### config.mk
export PLATFORM = sky130hd
export DESIGN_NAME = stopwatch_datapath
export DESIGN_NICKNAME = d
export VERILOG_FILES = /design/src/rtl/stopwatch_pkg.sv /design/src/rtl/btn_edge_detector.sv /design/src/rtl/stopwatch_datapath.sv
export SDC_FILE = /design/constraint.sdc
export NUM_CORES = 1
export LEC_CHECK = 0
export ABC_CLOCK_PERIOD_IN_PS = 6200
export CAP_MARGIN = 25
export CELL_PAD_IN_SITES_DETAIL_PLACEMENT = 1
export CELL_PAD_IN_SITES_GLOBAL_PLACEMENT = 1
export CORE_UTILIZATION = 35
export DETAILED_ROUTE_END_ITERATION = 7
export PLACE_DENSITY = 0.61
export RECOVER_POWER = 25
export SETUP_SLACK_MARGIN = 0.02
export SYNTH_ARGS = -nofsm -noshare
export SYNTH_HDL_FRONTEND = slang
export SYNTH_SLANG_ARGS = --single-unit
### constraint.sdc
create_clock -name clk -period 6.2 [get_ports clk]
set_clock_uncertainty 0.15 [all_clocks]
set_input_delay 1.24 -clock clk [delete_from_list [all_inputs] [get_ports clk]]
set_output_delay 1.24 -clock clk [all_outputs]
set_load 0.05 [all_outputs]
### src/rtl/stopwatch_pkg.sv
// Shared stopwatch definitions: FSM state encoding, counter wrap limits and
// prescaler width helper.
package stopwatch_pkg;

  typedef enum logic [1:0] {
    ST_STOP  = 2'd0,
    ST_RUN   = 2'd1,
    ST_CLEAR = 2'd2
  } sw_state_e;

  localparam logic [6:0] MSEC_MAX = 7'd99;
  localparam logic [5:0] SEC_MAX  = 6'd59;
  localparam logic [5:0] MIN_MAX  = 6'd59;

  function automatic int unsigned presc_width(input int unsigned div);
    return (div > 1) ? $clog2(div) : 1;
  endfunction

endpackage

### src/rtl/btn_edge_detector.sv
// Two-flop synchronizer followed by a rising-edge detector; emits one
// clk-wide pulse per press of an asynchronous, debounced button level.
module btn_edge_detector (
  input  logic clk,
  input  logic rst_n,
  input  logic btn_in,
  output logic pulse
);

  logic sync1_q, sync1_d;
  logic sync2_q, sync2_d;
  logic prev_q,  prev_d;

  always_comb begin
    sync1_d = btn_in;
    sync2_d = sync1_q;
    prev_d  = sync2_q;
  end

  // Edge flops clear on reset, so a button held through reset yields one pulse.
  always_ff @(posedge clk or negedge rst_n) begin
    if (!rst_n) begin
      sync1_q <= 1'b0;
      sync2_q <= 1'b0;
      prev_q  <= 1'b0;
    end else begin
      sync1_q <= sync1_d;
      sync2_q <= sync2_d;
      prev_q  <= prev_d;
    end
  end

  assign pulse = sync2_q & ~prev_q;

endmodule

### src/rtl/stopwatch_datapath.sv
// Stopwatch core: run/stop/clear FSM, centisecond prescaler and
// mm:ss.cc counter chain with registered outputs.
module stopwatch_datapath
  import stopwatch_pkg::*;
#(
  parameter int unsigned CLK_FREQ = 100_000_000,
  parameter int unsigned TICK_HZ  = 100
) (
  input  logic       clk,
  input  logic       rst,
  input  logic       btn_run_stop,
  input  logic       btn_clear,
  output logic [6:0] msec,
  output logic [5:0] sec,
  output logic [5:0] min,
  output logic       running
);

  localparam int unsigned DIV = CLK_FREQ / TICK_HZ;
  localparam int unsigned PW  = presc_width(DIV);
  localparam logic [PW-1:0] PRESC_LAST = PW'(DIV - 1);

  sw_state_e     state_q, state_d;
  logic [PW-1:0] presc_q, presc_d;
  logic [6:0]    msec_q,  msec_d;
  logic [5:0]    sec_q,   sec_d;
  logic [5:0]    min_q,   min_d;
  logic          run_pulse, clr_pulse, tick;

  btn_edge_detector u_run_edge (
    .clk    (clk),
    .rst_n  (rst),
    .btn_in (btn_run_stop),
    .pulse  (run_pulse)
  );

  btn_edge_detector u_clr_edge (
    .clk    (clk),
    .rst_n  (rst),
    .btn_in (btn_clear),
    .pulse  (clr_pulse)
  );

  // run_stop has priority over clear when both arrive in STOP.
  always_comb begin
    state_d = state_q;
    case (state_q)
      ST_STOP: begin
        if (run_pulse)      state_d = ST_RUN;
        else if (clr_pulse) state_d = ST_CLEAR;
      end
      ST_RUN:   if (run_pulse) state_d = ST_STOP;
      ST_CLEAR: state_d = ST_STOP;
      default:  state_d = ST_STOP;
    endcase
  end

  assign tick = (state_q == ST_RUN) && (presc_q == PRESC_LAST);

  // Gated on the registered state, so a tick coinciding with a stop press still counts.
  always_comb begin
    presc_d = presc_q;
    msec_d  = msec_q;
    sec_d   = sec_q;
    min_d   = min_q;
    if (state_q == ST_CLEAR) begin
      presc_d = '0;
      msec_d  = '0;
      sec_d   = '0;
      min_d   = '0;
    end else if (state_q == ST_RUN) begin
      presc_d = tick ? '0 : presc_q + 1'b1;
      if (tick) begin
        if (msec_q >= MSEC_MAX) begin
          msec_d = '0;
          if (sec_q >= SEC_MAX) begin
            sec_d = '0;
            min_d = (min_q >= MIN_MAX) ? '0 : min_q + 6'd1;
          end else begin
            sec_d = sec_q + 6'd1;
          end
        end else begin
          msec_d = msec_q + 7'd1;
        end
      end
    end
  end

  always_ff @(posedge clk or negedge rst) begin
    if (!rst) begin
      state_q <= ST_STOP;
      presc_q <= '0;
      msec_q  <= '0;
      sec_q   <= '0;
      min_q   <= '0;
    end else begin
      state_q <= state_d;
      presc_q <= presc_d;
      msec_q  <= msec_d;
      sec_q   <= sec_d;
      min_q   <= min_d;
    end
  end

  assign msec    = msec_q;
  assign sec     = sec_q;
  assign min     = min_q;
  assign running = (state_q == ST_RUN);

endmodule

### Yosys cells after proc, flatten, opt, wreduce, memory -nomap -nowiden

Index checks and enable logic that the tools add are counted.

* output and inout port bits: 20
* register bits: 47
* bits of input ports: 4
* logic and storage cells: 59

* add/sub/neg operators: 4
* reductions and logical operators: 10
* $lt $le $gt $ge: 3
* bitwise operators: 4
* eq/ne operators: 5
* mux-type cells: 22

Operators with widths (number)
* $mux 6: 11
* $mux 20: 3
* $mux 7: 4
* $add 20x1->20 const B: 1
* $eq 20x20->1 const B: 1
* $add 6x1->6 const B: 2
* $ge 6x6->1 const B: 2
* $reduce_bool 2->1: 4
* $add 7x1->7 const B: 1
* $ge 7x7->1 const B: 1
* $mux 2: 3
* $pmux 2 s2: 1
* $reduce_and 2->1: 2
* $reduce_and 4->1: 1
* $ne 3x3->1 const B: 1
* $reduce_and 3->1: 1
* $and 1x1->1: 2
* $eq 2x1->1 const B: 1
* $eq 2x2->1 const B: 1
* $logic_not 2->1: 1
* $ne 2x1->1 const B: 1
* $not 1->1: 2
* $logic_and 1x1->1: 1

### Logic depth before layout (Yosys ltp)

* depth after elaboration: 7
* mapped depth: 8
* gate-level depth less buffers: 7

### Cells and area by module

A second synthesis with hierarchy kept.

* cells, all modules: 240
* area, all modules: 2382.3 um^2

Modules (own cells, without submodules)
* stopwatch_datapath: area each 2204.6 um^2, seq. area each 1026.0 um^2, cells each 232, times used 1
* btn_edge_detector: area each 88.8 um^2, seq. area each 75.1 um^2, cells each 4, times used 2

### Worst setup path before layout

No wires, ideal clock.

* path type: register to register
* from: register state_q[1]
* to: register msec_q[5], in the netlist msec[5]
* setup time: 69 ps
* period minus slack after synthesis: 2413 ps
* data required time: 5981 ps
* slack: 3787 ps
* arrival time: 2194 ps
* stages on the path, launching flop included: 8
* buffers on the path: 0
* cells stage by stage: dfrtp_1 > inv_1 > ha_1 > and4bb_2 > nand4_2 > o21a_1 > or4_1 > nand3_1

* longest elaborated chain between the ends: 4
* elaborated cells between the ends (all ways): 7
* those cells by class: eq/ne: 2; mux: 1; reduce/logical: 4

RTL lines
* start: declaration: RTL line stopwatch_datapath.sv:23 `sw_state_e state_q, state_d;`
* start signal: assignment: RTL line stopwatch_datapath.sv:97 `state_q <= state_d;`
* $eq 2x1->1 (*)
* via running: RTL line stopwatch_datapath.sv:16 `output logic running`
* $logic_and 1x1->1: RTL line stopwatch_datapath.sv:58 `assign tick = (state_q == ST_RUN) && (presc_q == PRESC_LAST);`
* $reduce_bool 2->1 (no line)
* $reduce_and 2->1 (no line) (*)
* end signal: assignment: RTL line stopwatch_datapath.sv:99 `msec_q <= msec_d;`
* end: declaration: RTL line stopwatch_datapath.sv:25 `logic [6:0] msec_q, msec_d;`

The timed path passes the listed nets; every way through them passes the cells marked *.
A chain may end at the register's enable or synchronous reset.

==> out/metrics.cfg <==
[setup_path]
timing.rr.end = min[4]
cp_data_required_time_ns = 5.92
ff2ff_path_depth = 7
slowest_delay_ns = 1.82
critPathArrivalTime_ns = 3.16
worstPathCellList = buf_2, clkbuf_1
critical_path_class = in2async
cp_max_fo = 47
crit_buf_inv = 2
r2r-start = state_q[0]
crit_family = buffers and inverters
end_kind = async pin
reg2reg_slack_ns = 3.48
crit_path_start_kind = input port
crit_path_top_delay_cell = clkbuf_1

[route]
drc = 0
ant_nets = 0
wl_mm = 5.470
drt-initial-drc-count = 59
drtPass1Iterations = 6
wl_per_cell_um = 15.90
via_per_inst = 5.459
routed-via-count = 1878

[global_route]
grt_pass1_vias = 1991
antenna_found_initial = 0
grt-ovfl-total = 0
grt_usage_pct = 17.10
grt_start_max_net_pins = 48
grt_pass1_wl_mm = 9.977

[power]
sequentialPowerShare_pct = 42.8
switching_share_pct = 37.20
ir_drop_uv = 104.9
total_power_mw = 0.8677
pwr-share-comb_pct = 30.1
p_int_mw = 0.5449
power_density_nw_per_um2 = 309.9
power_leakage_nw = 1.258
p_switching_mw = 0.3227
clockPowerShare_pct = 27.1

[timing]
setup_violations = 0
slew_viol_final = 48
hold_violations = 0
setup_slack_ns = 2.755
hold_slack_ns = 0.2087
tightestPinTransition_ns = 2.582
relSlewSlack_pct = -72.14
fin_setup_tns_ns = 0
finalCriticalPeriod_ns = 3.445
rsz0062_at_grt = no
fmax_ghz = 0.2903
period_share_pct = 55.57

[run_status]
violations = max-capacitance violations, max-slew violations
outcome = finished with violations

[floorplan]
start_util_pct = 37.02
die_area_um2 = 7166
ioPinCount = 24
core.rowCount = 29
coreArea_um2 = 6459
die_x_um = 84.66
die_height_um = 84.66

[synthesis]
synth_cell_type_count = 46
synth_ff_type = dfrtp_1
ys.warnings.count = 0
netlist_instances = 242
syn_nets = 253
synth_area_per_cell_um2 = 9.880
synth_edf_count = 0
synth_seq_area_share_pct = 49.19
yosys_register_bits = 47
async_reset_ff_share_pct = 100.0
syn_area_um2 = 2391

[finish]
drive_gt1_share_pct = 7.491
diodes = 0
fin_nets = 277
stdcell_count = 344
area_delta_synth_final_pct = 17.11

[placed_design]
place_congestion = 0.7221
place_inst = 336
dp_slack_ns = 3.256
dp.final_hpwl_mm = 3.770
portBuffers = 23

[clock_network]
root_buffer = clkbuf_8
max-clock-path-buffers = 2
postCtsResizedCells = 0
htreeDepth = 2
ctsHoldBuffers = 0
post_cts_buffers = 0
clk_pin_slew_ns = 0.10
cts_tree = yes
cts_sinks = 47
clkLatencyLatePin_ns = 0.30
numCtsBuffers = 5

[job]
maxCapViolCount = 1

[min_path]
hp-class = reg2reg
hp-start = u_run_edge.sync1_q
holdPathStages = 0
hold_end = u_run_edge.prev_d

per-stage QoR:
step           area [um2]  util (%)
2_1_floorplan        2391         -
3_3_place_gp         2689     41.63
3_5_place_dp         2689     41.63
4_1_cts              2804     43.41
5_1_grt              2800     43.36
6_report             2800     43.36
routing by layer:
| metal | global-route usage, % | wire length [um] | vias to the layer above |
|---|---|---|---|
| met2 | 25.94 | 2418 | 19 |
| met1 | 25.51 | 2897 | 936 |
| met5 | 0 | 0 | - |
| met4 | 4.160 | 38 | 0 |
| li1 | - | - | 918 |
| met3 | 2.655 | 117 | 5 |
final cells by class:
type	instances	area (um2)
Clock buffer	5	68.82
Clock inverter	3	46.29
Fill cell	756	3659
Inverter	6	22.52
Multi-Input combinational cell	181	1154
Sequential cell	47	1176
Tap cell	77	96.34
Timing Repair Buffer	25	236.5
Yosys cell counts (all sizes together) (4+ instances only):
library cell   n  area [um2]
dfrtp         47        1176
nor2          26       97.59
nor3           4       25.02
inv            6       22.52
o21ai         18       90.08
a21oi          6       30.03
and3          12       75.07
nand2         23       86.33
nand4          8       56.30
ha             7       87.58
nand3         17       85.08
clkbuf         6       22.52
xor2          14       122.6
a31oi          5       31.28
power groups by stage:
stage	clock network [mW]	registers, mW	logic, mW
finish	0.235	0.372	0.261
global route	0.258	0.379	0.297
CTS	0.245	0.372	0.265
detailed placement	0	0.378	0.265
global placement	0	0.377	0.261
floorplan	0	0.402	0.156
how the worst max path moves through the flow:
stage	startpoint	to	slack (ns)	depth (start not counted)
6_report	rst	presc_q[15]	2.75	2
5_1_grt	rst	presc_q[15]	2.10	2
4_1_cts	state_q[1]	running	2.90	3
3_5_place_dp	state_q[1]	running	3.26	3
3_3_place_gp	state_q[1]	running	3.32	3
2_1_floorplan	state_q[1]	msec[5]	3.79	7
layout by cell type (no fill, tap or decap), drive strengths merged, types with 2 or more instances in the layout:
master / Yosys / layout
dlygate4sd3: 0 / 2
dfrtp: 47 / 47
inv: 6 / 7
buf: 2 / 2
clkdlybuf4s50: 0 / 20
nand2: 23 / 23
and3: 12 / 12
nor2: 26 / 26
nand2b: 3 / 3
a41oi: 3 / 3
nand4: 8 / 8
xor2: 14 / 14
a31oi: 5 / 5
o22ai: 2 / 2
nor4b: 3 / 3
clkbuf: 6 / 6
nand3: 17 / 17
ha: 7 / 7
a21oi: 6 / 6
and2: 3 / 3
o21ai: 18 / 18
and4: 3 / 3
xnor2: 2 / 2
o31ai: 3 / 3
or4: 2 / 2
nor3: 4 / 4
state kept, by name (all words and copies together), names as in the netlist, 2 cells and up:
name / count
presc_q: 20
msec: 7
min: 6
sec: 6
state_q: 2
cell families after synthesis:
| group | synth area share, % |
|---|---|
| buffers and inverters | 2.564 |
| AND/OR/NAND/NOR | 25.33 |
| AO/OA/AOI/OAI | 12.51 |
| adder cells (fa/ha/maj) | 3.663 |
| flip-flops | 49.19 |
| XOR/XNOR | 5.861 |
| multiplexers | 0.8896 |
(Power assumes the default switching activity.)
